===== config.mk =====
export PLATFORM = sky130hd
export DESIGN_NAME = pn_share_arbiter
export DESIGN_NICKNAME = d
export VERILOG_FILES = /design/src/rtl/pn_arb_pkg.sv /design/src/rtl/pn_lfsr_core.sv /design/src/rtl/pn_share_arbiter.sv
export SDC_FILE = /design/constraint.sdc
export NUM_CORES = 1
export LEC_CHECK = 0
export BUFFER_PORTS_ARGS = -buffer_cell sky130_fd_sc_hd__buf_2
export CAP_MARGIN = 20
export CORE_MARGIN = 2
export CORE_UTILIZATION = 25
export CTS_CLUSTER_SIZE = 16
export DETAILED_ROUTE_END_ITERATION = 16
export PLACE_DENSITY_LB_ADDON = 0.2
export REMOVE_ABC_BUFFERS = 1
export SLEW_MARGIN = 20
export SYNTH_ARGS = -nofsm -noshare
export SYNTH_HDL_FRONTEND = slang
export SYNTH_HIERARCHICAL = 1
export SYNTH_SLANG_ARGS = --single-unit

===== constraint.sdc =====
create_clock -name clk -period 1.5 [get_ports clk]
set_input_delay 0 -clock clk [delete_from_list [all_inputs] [get_ports clk]]
set_output_delay 0 -clock clk [all_outputs]
set_load 0.02 [all_outputs]

===== src/rtl/pn_arb_pkg.sv =====
// Shared widths, defaults, FSM encoding and LFSR step function for the PN share arbiter.
package pn_arb_pkg;

    localparam int LFSR_W = 8;
    localparam int RAND_W = 9;
    localparam int CNT_W  = 16;

    localparam logic [LFSR_W-1:0] DEF_SEED   = 8'h37;
    localparam logic [RAND_W-1:0] DEF_OFFSET = 9'h100;

    typedef enum logic {
        ST_IDLE  = 1'b0,
        ST_GRANT = 1'b1
    } arb_state_e;

    // Right shift with feedback tapped from bits 7, 6 and 0 into the MSB.
    function automatic logic [LFSR_W-1:0] lfsr_next(input logic [LFSR_W-1:0] s);
        return {s[6] ^ s[7] ^ s[0], s[7:1]};
    endfunction

endpackage


===== src/rtl/pn_lfsr_core.sv =====
// 8-bit LFSR that only advances when stepped; a load overrides a step, and the
// all-zero lockup state is replaced by the seed.
module pn_lfsr_core
    import pn_arb_pkg::*;
#(
    parameter logic [LFSR_W-1:0] SEED = DEF_SEED
) (
    input  logic              clk,
    input  logic              reset,
    input  logic              step_i,
    input  logic              load_i,
    input  logic [LFSR_W-1:0] load_val_i,
    output logic [LFSR_W-1:0] lfsr_o
);

    logic [LFSR_W-1:0] lfsr_q;
    logic [LFSR_W-1:0] lfsr_d;

    always_comb begin
        lfsr_d = lfsr_q;
        if (load_i) begin
            lfsr_d = (load_val_i == '0) ? SEED : load_val_i;
        end else if (step_i) begin
            lfsr_d = (lfsr_q == '0) ? SEED : lfsr_next(lfsr_q);
        end
    end

    always_ff @(posedge clk or posedge reset) begin
        if (reset) begin
            lfsr_q <= SEED;
        end else begin
            lfsr_q <= lfsr_d;
        end
    end

    assign lfsr_o = lfsr_q;

endmodule


===== src/rtl/pn_share_arbiter.sv =====
// Round-robin share of one PN source: each grant carries one draw, then the LFSR steps.
// Optional draw counter port enabled by defining PN_ARB_STATS_EN.
module pn_share_arbiter
    import pn_arb_pkg::*;
#(
    parameter int                NUM_REQ = 4,
    parameter logic [LFSR_W-1:0] SEED    = DEF_SEED,
    parameter logic [RAND_W-1:0] OFFSET  = DEF_OFFSET
) (
    input  logic               clk,
    input  logic               reset,
    input  logic [NUM_REQ-1:0] req,
    input  logic               seed_load,
    input  logic [LFSR_W-1:0]  seed_in,
    output logic [NUM_REQ-1:0] gnt,
    output logic [RAND_W-1:0]  rand_data,
    output logic               busy
`ifdef PN_ARB_STATS_EN
    ,
    output logic [CNT_W-1:0]   draw_count
`endif
);

    localparam int PTR_W = (NUM_REQ > 1) ? $clog2(NUM_REQ) : 1;
    localparam logic [PTR_W-1:0] PTR_RST = PTR_W'(NUM_REQ - 1);

    // Handshake: req[i] stays high until gnt[i] is seen; gnt[i] is a one-cycle
    // pulse with rand_data valid in the same cycle, and req[i] drops the cycle after.

    arb_state_e          state_q, state_d;
    logic [PTR_W-1:0]    ptr_q, ptr_d;
    logic [NUM_REQ-1:0]  gnt_q, gnt_d;
    logic [RAND_W-1:0]   rand_q, rand_d;
    logic                pick_valid;
    logic [PTR_W-1:0]    pick_idx;
    logic                grant_fire;
    logic                lfsr_step;
    logic [LFSR_W-1:0]   lfsr;

    pn_lfsr_core #(
        .SEED (SEED)
    ) u_lfsr (
        .clk        (clk),
        .reset      (reset),
        .step_i     (lfsr_step),
        .load_i     (seed_load),
        .load_val_i (seed_in),
        .lfsr_o     (lfsr)
    );

    // Search starts just past the last grantee so it becomes lowest priority.
    always_comb begin
        int idx;
        idx        = 0;
        pick_valid = 1'b0;
        pick_idx   = '0;
        for (int k = 1; k <= NUM_REQ; k++) begin
            idx = (int'(ptr_q) + k) % NUM_REQ;
            if (!pick_valid && req[PTR_W'(idx)]) begin
                pick_valid = 1'b1;
                pick_idx   = PTR_W'(idx);
            end
        end
    end

    always_ff @(posedge clk or posedge reset) begin
        if (reset) begin
            state_q <= ST_IDLE;
        end else begin
            state_q <= state_d;
        end
    end

    always_comb begin
        state_d = state_q;
        case (state_q)
            ST_IDLE:  if (pick_valid) state_d = ST_GRANT;
            ST_GRANT: state_d = ST_IDLE;
            default:  state_d = ST_IDLE;
        endcase
    end

    // Requests are only looked at in IDLE, so a req still high during GRANT cannot double-grant.
    always_comb begin
        gnt_d      = '0;
        rand_d     = '0;
        ptr_d      = ptr_q;
        lfsr_step  = 1'b0;
        grant_fire = 1'b0;
        case (state_q)
            ST_IDLE: begin
                if (pick_valid) begin
                    grant_fire      = 1'b1;
                    gnt_d[pick_idx] = 1'b1;
                    rand_d          = OFFSET + {1'b0, lfsr};
                    ptr_d           = pick_idx;
                end
            end
            ST_GRANT: begin
                lfsr_step = 1'b1;
            end
            default: begin
                lfsr_step = 1'b0;
            end
        endcase
    end

    always_ff @(posedge clk or posedge reset) begin
        if (reset) begin
            gnt_q  <= '0;
            rand_q <= '0;
            ptr_q  <= PTR_RST;
        end else begin
            gnt_q  <= gnt_d;
            rand_q <= rand_d;
            ptr_q  <= ptr_d;
        end
    end

    assign gnt       = gnt_q;
    assign rand_data = rand_q;
    assign busy      = (state_q == ST_GRANT);

`ifdef PN_ARB_STATS_EN
    logic [CNT_W-1:0] cnt_q;

    always_ff @(posedge clk or posedge reset) begin
        if (reset) begin
            cnt_q <= '0;
        end else if (grant_fire) begin
            cnt_q <= cnt_q + 1'b1;
        end
    end

    assign draw_count = cnt_q;
`endif

endmodule


* Word level (Yosys, flattened, before mapping)
Cells that the tools add are included. Widths: inputs -> output; s select.
Storage, ports and cells: register bits after elaboration 24
Cells by class: $add $sub $neg 5, order comparisons 6, mux-type cells 33, bitwise logic cells 3, reduce and logical (&&, ||, !) cells 11
Operators by type and width (count):
- $mux 8 | 4
- $mux 9 | 2
- $logic_not 8->1 | 2
- $lt 2x4->1 const B | 4
- $mux 1 | 15
- $add 9x8->9 const A | 1
- $bmux 1 s2 | 4
- $mux 2 | 4
- $mux 4 | 2
- $add 2x1->2 const B | 2
- $add 2x2->2 const B | 2
- $logic_and 1x1->1 | 4
- $logic_not 1->1 | 3
- $lt 2x3->1 const B | 1
- $demux 1 s2 | 1
- $ge 2x1->1 const B | 1
- $pmux 1 s2 | 1
- $reduce_and 2->1 | 1
- $reduce_bool 2->1 | 1
- $xor 1x1->1 | 2
- $not 1->1 | 1

* Longest topological paths before layout
Gate-level depths: netlist of the first run.
depth in word-level cells 20, depth in mapped cells 5

* By module
Netlist of the first run, hierarchy kept.
By module, submodules not included:
- pn_share_arbiter | times used 1, cells each 49, area an instance 644.4 sq um
- pn_lfsr_core | times used 1, cells each 56, area an instance 520.5 sq um

* Worst setup path before layout of the first run
OpenSTA, ideal clock, no wires.
path type register to register, start reg u_lfsr.lfsr_q[6], in the netlist u_lfsr/lfsr_o[6], end reg u_lfsr.lfsr_q[6], in the netlist u_lfsr/lfsr_o[6], library setup time 0.124 ns, arrival time 1.253 ns, data required time 1.376 ns, path slack 0.123 ns, stages on the path, launching flop included 6, path buffers 0, cells stage by stage dfrtp_1 -> inv_1 -> ha_1 -> nor4b_4 -> a211oi_1 -> o31a_1
On the way: word-level cells in the longest chain between the ends 4
Ends and longest elaborated chain:
- start, declared | RTL line pn_lfsr_core.sv:16 | logic [LFSR_W-1:0] lfsr_q;
- start signal, assigned | RTL line pn_lfsr_core.sv:32 | lfsr_q <= lfsr_d;
- $logic_not 8->1 | RTL line pn_lfsr_core.sv:24 | lfsr_d = (lfsr_q == '0) ? SEED : lfsr_next(lfsr_q);
- $mux 8 | RTL line pn_lfsr_core.sv:24
- $mux 8 | RTL line pn_lfsr_core.sv:23 | end else if (step_i) begin
- $mux 8 | RTL line pn_lfsr_core.sv:21 | if (load_i) begin
No other way between the ends. The select of a mux whose other input is x is not followed. A chain may end at the register's enable or synchronous reset.

* Worst setup path after layout of the first run
start reg u_lfsr.lfsr_q[3], in the netlist u_lfsr/lfsr_o[3], end reg u_lfsr.lfsr_q[7], in the netlist u_lfsr/lfsr_o[7]
The elaborated chain is that of the path after synthesis.

==> results of run 1 <==
metrics by stage:
step                      area (sq um)  setup WS, ps  util, %  instances
after global routing              1460          9.44     33.1        193
after detailed placement          1360          67.2     30.9        184
final                             1460          90.5     33.1        193
after floorplan                   1140          71.4        -        102
after CTS                         1430          88.9     32.4        190
after global placement            1360           104     30.9        184
routing by layer:
metal	part of all wire [%]	routed length (um)	GRT usage, %
met2	48	1120	16.2
met3	6.1	143	1.81
met4	1.3	30	5.03
met1	45	1060	12.8
met5	0	0	0
path summary, 6_finish.rpt:
kind / end
max: u_lfsr/lfsr_o[7]
min: u_lfsr/lfsr_o[6]
max reg2reg: u_lfsr/lfsr_o[7]
min reg2reg: ptr_q[0]
max in group asynchronous: ptr_q[1]
min in group asynchronous: u_lfsr/lfsr_o[3]
area by class of cell:
| type | count | area share (%) |
|---|---|---|
| well taps | 52 | 4.45 |
| inverters | 8 | 2.40 |
| clock buffers | 3 | 2.83 |
| repair buffers | 35 | 13.5 |
| flip-flops and latches | 23 | 40.0 |
| clock inverters | 1 | 0.342 |
| multi-input cells | 71 | 36.5 |
power by group through the flow:
| stage | Combinational (mW) | Clock [mW] | Sequential, mW |
|---|---|---|---|
| 2_1_floorplan | 0.352 | 0 | 1.00 |
| 3_3_place_gp | 0.647 | 0 | 0.909 |
| 3_5_place_dp | 0.652 | 0 | 0.909 |
| 4_1_cts | 0.658 | 0.387 | 0.899 |
| 5_1_grt | 0.764 | 0.409 | 0.922 |
| 6_report | 0.687 | 0.371 | 0.899 |
synth_stat cells, drive strengths merged (3+ instances only):
| master | instances | area, sq um |
|---|---|---|
| a211oi | 4 | 30.0 |
| a21oi | 16 | 80.1 |
| and3 | 8 | 56.3 |
| dfrtp | 16 | 400 |
| dfstp | 7 | 184 |
| inv | 8 | 35.0 |
| nand2b | 9 | 56.3 |
| nor2 | 3 | 11.3 |
| o22ai | 5 | 31.3 |
sequential cells by signal (all words and copies together) (netlist names):
signal and flops:
rand_data 9, u_lfsr/lfsr_o 8, ptr_q 2, gnt 4
timing repair:
action	CTS	global route
setup endpoints to repair	0	6
hold buffers	2	0
hold endpoints to repair	22	0
setup buffers	0	3
resized for setup	0	4
worst register-to-register path, cell delays in order, from the launching register on:
cell      delay, ps
dfrtp_1         420
nor3_2          450
a211oi_2        140
o31a_1          290
cells by family after synthesis:
kind of cell | share of synthesized area (%)
XOR/XNOR | 0.752
AND/OR/NAND/NOR | 21.7
buffers and inverters | 4.94
flip-flops | 50.2
multiplexers | 3.01
AO/OA/AOI/OAI | 18.4
adder cells (fa/ha/maj) | 1.07
==> out/results.tsv, run 1 <==
metric	value	unit
HPWL after DPL	1840	um
critical-path cell list	nor3_2, a211oi_2, o31a_1	
CTS Sinks	23	
HP Start	seed_in[6]	
starting DRC count in detailed routing	26	
CTS buffer count	3	
Seq/Total Area, Yosys	50.2	%
fraction of layout cells with a size suffix above 1	44.0	%
Ys Warns	6	
cell count after synthesis	105	
CP Depth	3	
#FFs+latches synth	23	
P per Cell Area	1340	nW/um^2
FMAX	709	MHz
Sw Ratio	34.2	%
total design power	1.96	mW
vias per cell	4.73	
Clock Latency Late Sink	260	ps
first-pass GRT wire length	4170	um
CP delay by family, top	simple AND/OR/NAND/NOR gates	
combinational share of power	35.1	%
GRT overflow	0	
R2R cell count	3	
Leak Pwr	0.687	nW
sequential power share	45.9	%
vias in the first global route	928	
Setup TNS Final	0	ps
CP peak stage delay	450	ps
final WL	2360	um
CTS Root Cell	clkbuf_8	
TritonCTS clock tree	done	
Final Net Count	158	
CP startpoint	u_lfsr/lfsr_o[3]	
num rows	24	
multi-input combinational cell area	533	sq um
FF-to-FF setup slack	90	ps
CTS max path bufs	2	
startpoint types	flop	
Final Slew Violations	0	
Diodes inserted	0	
Clock power frac	18.9	%
Worst IR Drop VDD	0.317	mV
WL/cell	12.2	um
final setup skew	1.74	ps
CORE AREA	4410	sq um
Syn-to-layout area delta	25.5	%
overall routing resource usage	9.99	%
Post-Syn Area	1160	sq um
status	complete, no violations	
Routability Congestion	0.739	
RSZ-0062 raised after global routing	false	
Max-slew headroom	66.0	%
worst hold path depth	3	
type of the tightest min-delay check	in2reg	
# Max-Cap Violations	0	
Die W	72.3	um
slowest CP cell	nor3_2	
Clk pin slew, worst setup/hold paths	80	ps
syn_area_per_cell	11.1	sq um
number of synthesized flops with an enable pin	0	
CP Data Required Time	1650	ps
crit path DAT	1560	ps
Max H-tree Level	1	
Least-Margin Pin Slew	510	ps
Crit Path Class	reg2reg	
Detail Route Antenna Nets	0	
Hold Slack	98.0	ps
DR pass1 iterations	4	
sequential cell area	584	sq um
Synth cell types	34	
Final min period	1410	ps
DRC viols	0	
# setup viols final	0	
initial antenna violation count	0	
die height	72.3	um
crit path capture type	flop	
NetSw	0.670	mW
PortBufs	28	
most frequent cells in the layout	buf_2 (28), a21oi_1 (16), dfrtp_1 (16)	
largest net degree at the start of global routing	18	
die area	5220	sq um
FFs w/ async S/R, synth	100	%
fillers	451	
Top FF cell, synth	dfrtp_1	
commonest non-fill, non-tap cell in the layout	buf_2	
hold violation total from the final report	0	
Internal	1.29	mW
Tcrit/Tclk final	94.0	%
Max Fanout on Critical Path	7	
initial core utilization	26.4	%
r2r startpoint	u_lfsr/lfsr_o[3]	
Ports	29	
DR vias	912	
Worst Path Buf+Inv	0	
Note: power is estimated with default switching activity, not from simulation.
==> run 2, diff against run 1 <==
SETUP_SLACK_MARGIN = 0.15   (was unset)
SYNTH_HIERARCHICAL = unset   (was 1)
==> out/results.tsv, run 2 <==
metric	value	unit
status	complete, no violations	
worst r2r dst	gnt[0]	
DRC viols	0	
largest family of logic cells by synthesized area	compound AO/OA/AOI/OAI gates	
R2R cell count	3	
Setup TNS Final	0	ps
Post-Place Setup Slack	20.9	ps
total design power	2.09	mW
Die W	70.3	um
HPWL after DPL	1900	um
commonest non-fill, non-tap cell in the layout	buf_2	
CTS Root Cell	clkbuf_8	
DR vias	897	
PortBufs	28	
compound-cell area share of the yosys netlist	19.5	%
Clock Latency Late Sink	250	ps
overall routing resource usage	11.5	%
die area	4940	sq um
type of the tightest min-delay check	in2reg	
Max H-tree Level	1	
DR pass1 iterations	4	
crit path DAT	1580	ps
Ys Warns	0	
post-synth top area share	36.4	%
Clk pin slew, worst setup/hold paths	80	ps
Tcrit/Tclk final	92.3	%
num rows	24	
Post-synth top cells	dfrtp_1 (16), dfstp_2 (7), and3_2 (6), inv_1 (6), a211oi_1 (5)	
top-count cell post-synth	dfrtp_1	
CTS buffer count	3	
Crit Path Class	reg2reg	
#FFs+latches synth	23	
Worst IR Drop VDD	0.384	mV
vias in the first global route	953	
Synth cell types	37	
cell accounting for the most synthesized area	dfrtp_1	
CTS Sinks	23	
hold endpoint	u_lfsr.lfsr_o[7]	
r2r startpoint	ptr_q[1]	
setup slack after layout	116	ps
Routability Congestion	0.832	
CP startpoint	ptr_q[1]	
Max-slew headroom	66.1	%
Syn-to-layout area delta	37.1	%
worst hold path depth	2	
FFs w/ async S/R, synth	100	%
first-pass GRT wire length	4590	um
RSZ-0062 raised after global routing	true	
WL/cell	14.4	um
starting DRC count in detailed routing	30	
vias per cell	4.77	
Top FF cell, synth	dfrtp_1	
Final Net Count	153	
# setup viols final	0	
CTS max path bufs	2	
Diodes inserted	0	
Detail Route Antenna Nets	0	
initial antenna violation count	0	
largest net degree at the start of global routing	24	
Synth Area in Adders	1.14	%
Least-Margin Pin Slew	504	ps
crit path capture type	flop	
Ports	29	
syn_area_per_cell	11.8	sq um
FF-to-FF setup slack	120	ps
TritonCTS clock tree	done	
FMAX	722	MHz
XOR/XNOR Fraction of Synth Area	0.797	%
Final min period	1380	ps
top cells by area, synth	dfrtp_1 (36%), dfstp_2 (17%), and3_2 (4.1%)	
Leak Pwr	0.699	nW
HP Start	seed_in[7]	
initial core utilization	25.6	%
P per Cell Area	1390	nW/um^2
# Max-Cap Violations	0	
Seq/Total Area, Yosys	53.2	%
die height	70.3	um
Final Slew Violations	0	
Post-Syn Area	1100	sq um
CP Data Required Time	1700	ps
most frequent cells in the layout	buf_2 (28), dfrtp_1 (16), buf_4 (12)	
mux contribution to synthesized area	3.19	%
hold violation total from the final report	0	
GRT overflow	0	
fraction of layout cells with a size suffix above 1	58.8	%
final WL	2710	um
Largest register FFs	9	
Post-Synth Simple-Gate Area	17.0	%
Max Fanout on Critical Path	5	
CORE AREA	4290	sq um
cell count after synthesis	93	
number of synthesized flops with an enable pin	0	
startpoint types	flop	
final setup skew	4.48	ps
run 2: logic make-up after synthesis:
kind of cell	count (synthesis)
buf+inv	11
simple gates	26
compound gates	28
fa+ha+maj	1
mux	3
xor+xnor	1
flops	23
run 2: critical path, cell delays in order (launching register included):
cell	delay [ps]
dfstp_2	570
mux2i_2	230
a2bb2oi_2	270
and4_2	260
run 2: worst max path at each step:
stage	endpoint	slack, ps	depth (start not counted)
2_1_floorplan	u_lfsr.lfsr_o[5]	-120	3
3_3_place_gp	u_lfsr.lfsr_o[7]	80	6
3_5_place_dp	u_lfsr.lfsr_o[7]	20	6
4_1_cts	u_lfsr.lfsr_o[1]	100	5
5_1_grt	gnt[2]	60	3
6_report	gnt[0]	120	3
run 2: stage by stage:
| step | hold WS, ps | utilization [%] | cell area (sq um) | cells |
|---|---|---|---|---|
| CTS | 12.4 | 34.5 | 1480 | 187 |
| floorplan | -3.26 | - | 1070 | 89 |
| detailed placement | 55.2 | 31.0 | 1330 | 176 |
| global route | 31.9 | 35.1 | 1510 | 188 |
| finish | 11.0 | 35.1 | 1510 | 188 |
| global placement | 49.0 | 31.0 | 1330 | 176 |
run 2: layer usage:
layer  routed length (um)  up-vias  track usage (%)
met5                    0        -                0
met4                   16        0             2.56
met3                  107        2             1.73
met2                 1420       17             19.9
met1                 1170      439             15.2
li1                     -      439                -
run 2: cell type report:
class,instances,area [sq um]
fillers,431,2790
flip-flops and latches,23,584
multi-input cells,59,519
repair buffers,43,262
well taps,52,65.1
clock buffers,4,45.0
inverters,7,31.3
run 2: report_power, final:
part / switching [mW] / internal [mW] / leakage [nW] / total (mW)
Clock: 0.180 / 0.189 / 0.0228 / 0.369
Sequential: 0.0967 / 0.792 / 0.276 / 0.889
Combinational: 0.430 / 0.405 / 0.401 / 0.835
Total: 0.707 / 1.39 / 0.699 / 2.09
run 2: timing repair:
action	in CTS	in global routing
endpoints found under the hold margin	17	0
pin swaps	6	9
setup buffers	5	1
hold buffers	2	0
gates resized for setup	9	6
endpoints found under the setup margin	11	12
==> run 3, diff against run 2 <==
--- a/config.mk
+++ b/config.mk
@@ -10,3 +10,3 @@
 export CORE_MARGIN = 2
-export CORE_UTILIZATION = 25
+export CORE_UTILIZATION = 40
 export CTS_CLUSTER_SIZE = 16
--- a/constraint.sdc
+++ b/constraint.sdc
@@ -3,2 +3,2 @@
 set_output_delay 0 -clock clk [all_outputs]
-set_load 0.02 [all_outputs]
+set_load 0.1 [all_outputs]
==> out/results.tsv, run 3 (synthesis results as in run 2) <==
metric	value	unit
CTS buffer count	3	
DR pass1 iterations	4	
Final Net Count	156	
TritonCTS clock tree	done	
slowest CP cell	dfrtp_1	
DR vias	940	
largest net degree at the start of global routing	24	
WL/cell	15.1	um
Tcrit/Tclk final	102	%
Leak Pwr	0.725	nW
CP peak stage delay	390	ps
Worst Path Buf+Inv	2	
FMAX	655	MHz
placed cells	153	
num rows	19	
vias in the first global route	861	
die height	56.4	um
Routability Congestion	0.879	
Max-slew headroom	65.5	%
CTS max path bufs	2	
# Max-Cap Violations	0	
Finished Core Util	58.9	%
die area	3180	sq um
Least-Margin Pin Slew	513	ps
Max H-tree Level	1	
vias per cell	5.53	
Crit Path Class	reg2reg	
PortBufs	28	
overall routing resource usage	16.0	%
final setup skew	1.42	ps
Syn-to-layout area delta	44.1	%
Final min period	1530	ps
Ports	29	
type of the tightest min-delay check	in2reg	
most frequent cells in the layout	buf_2 (26), dfrtp_1 (16), buf_4 (9)	
setup slack after layout	-27.8	ps
Clk pin slew, worst setup/hold paths	120	ps
critical-path cell list	inv_2, ha_4, nor4b_4, buf_4, a211o_4, o221a_4	
Diodes inserted	0	
CP delay by family, top	compound AO/OA/AOI/OAI gates	
CP startpoint	u_lfsr.lfsr_o[6]	
startpoint types	flop	
Max Fanout on Critical Path	4	
Largest register FFs	9	
Detail Route Antenna Nets	0	
Hold Slack	20.9	ps
first-pass GRT wire length	4060	um
initial core utilization	40.9	%
status	finished, violations left	
violated checks	setup timing	
Worst IR Drop VDD	1.31	mV
HP Start	seed_in[2]	
CORE AREA	2690	sq um
initial antenna violation count	0	
starting DRC count in detailed routing	15	
Clock Latency Late Sink	290	ps
DRC viols	0	
CTS Root Cell	clkbuf_4	
Layout Cells excl Fill	170	
hold violation total from the final report	0	
HPWL after DPL	1590	um
commonest non-fill, non-tap cell in the layout	buf_2	
crit path DAT	1770	ps
# setup viols final	4	
crit path capture type	flop	
CTS Sinks	23	
Die W	56.4	um
r2r startpoint	u_lfsr.lfsr_o[6]	
fraction of layout cells with a size suffix above 1	59.0	%
CP Data Required Time	1740	ps
final WL	2570	um
P per Cell Area	1630	nW/um^2
Final Slew Violations	0	
GRT overflow	0	
RSZ-0062 raised after global routing	true	
==> run 3: cell count changes in the layout (fill, tap and decap cells not counted), sizes merged <==
cell         change
dlygate4sd3      +6
clkbuf           +2
buf              -5
clkinvlp         +1
inv              -1
==> run 3: repair_timing <==
action / in CTS / in global routing
buffers inserted: 5 / 0
endpoints found under the hold margin: 29 / 0
gates resized for setup: 11 / 17
cloned: 0 / 0
pin swaps: 8 / 5
hold buffers: 8 / 0
setup endpoints to repair: 11 / 13
==> run 3: through the flow <==
stage	cell area, sq um	power [mW]	setup WS (ps)	TNS (ps)
floorplan	1070	1.81	-1410	-26720
finish	1580	2.59	-27.8	-96.7
CTS	1480	2.43	-38.1	-88.1
global placement	1290	2.02	4.02	0
global route	1580	2.70	-65.6	-240
detailed placement	1290	2.04	-40.2	-152
==> run 3: worst paths after layout <==
check / end / slack [ps] / cells past startpoint
max in group asynchronous: ptr_q[1] / 960 / 4
hold reg to reg: ptr_q[0] / 590 / 2
hold / removal: u_lfsr.lfsr_o[2] / 20 / 3
setup reg to reg: u_lfsr.lfsr_o[1] / -30 / 6
min in group asynchronous: rand_data[0] / 260 / 4
setup / recovery: u_lfsr.lfsr_o[1] / -30 / 6
==> run 3: layout make-up <==
cell class	count	area [sq um]
fillers	223	1100
well taps	31	38.8
flip-flops and latches	23	584
multi-input cells	59	594
repair buffers	46	304
inverters	7	35.0
clock buffers	4	26.3
==> run 3: worst reg2reg max path: cells and delay by family, from the launching register on <==
| kind | cells | cell delay [ps] |
|---|---|---|
| AO/OA/AOI/OAI | 2 | 610 |
| flip-flops | 1 | 390 |
| buffers and inverters | 2 | 200 |
| adder cells (fa/ha/maj) | 1 | 150 |
| AND/OR/NAND/NOR | 1 | 120 |
==> run 3: layer usage <==
metal | vias to the layer above | wire length (um) | GRT usage (%)
met4 | 0 | 23 | 5.78
li1 | 442 | - | -
met2 | 23 | 1280 | 23.9
met1 | 471 | 1160 | 23.6
met3 | 4 | 107 | 2.53
met5 | - | 0 | 0
==> run 3: power breakdown <==
group / internal, mW / switching [mW]
logic: 0.457 / 0.940
registers: 0.792 / 0.122
clock network: 0.103 / 0.172
total: 1.35 / 1.23
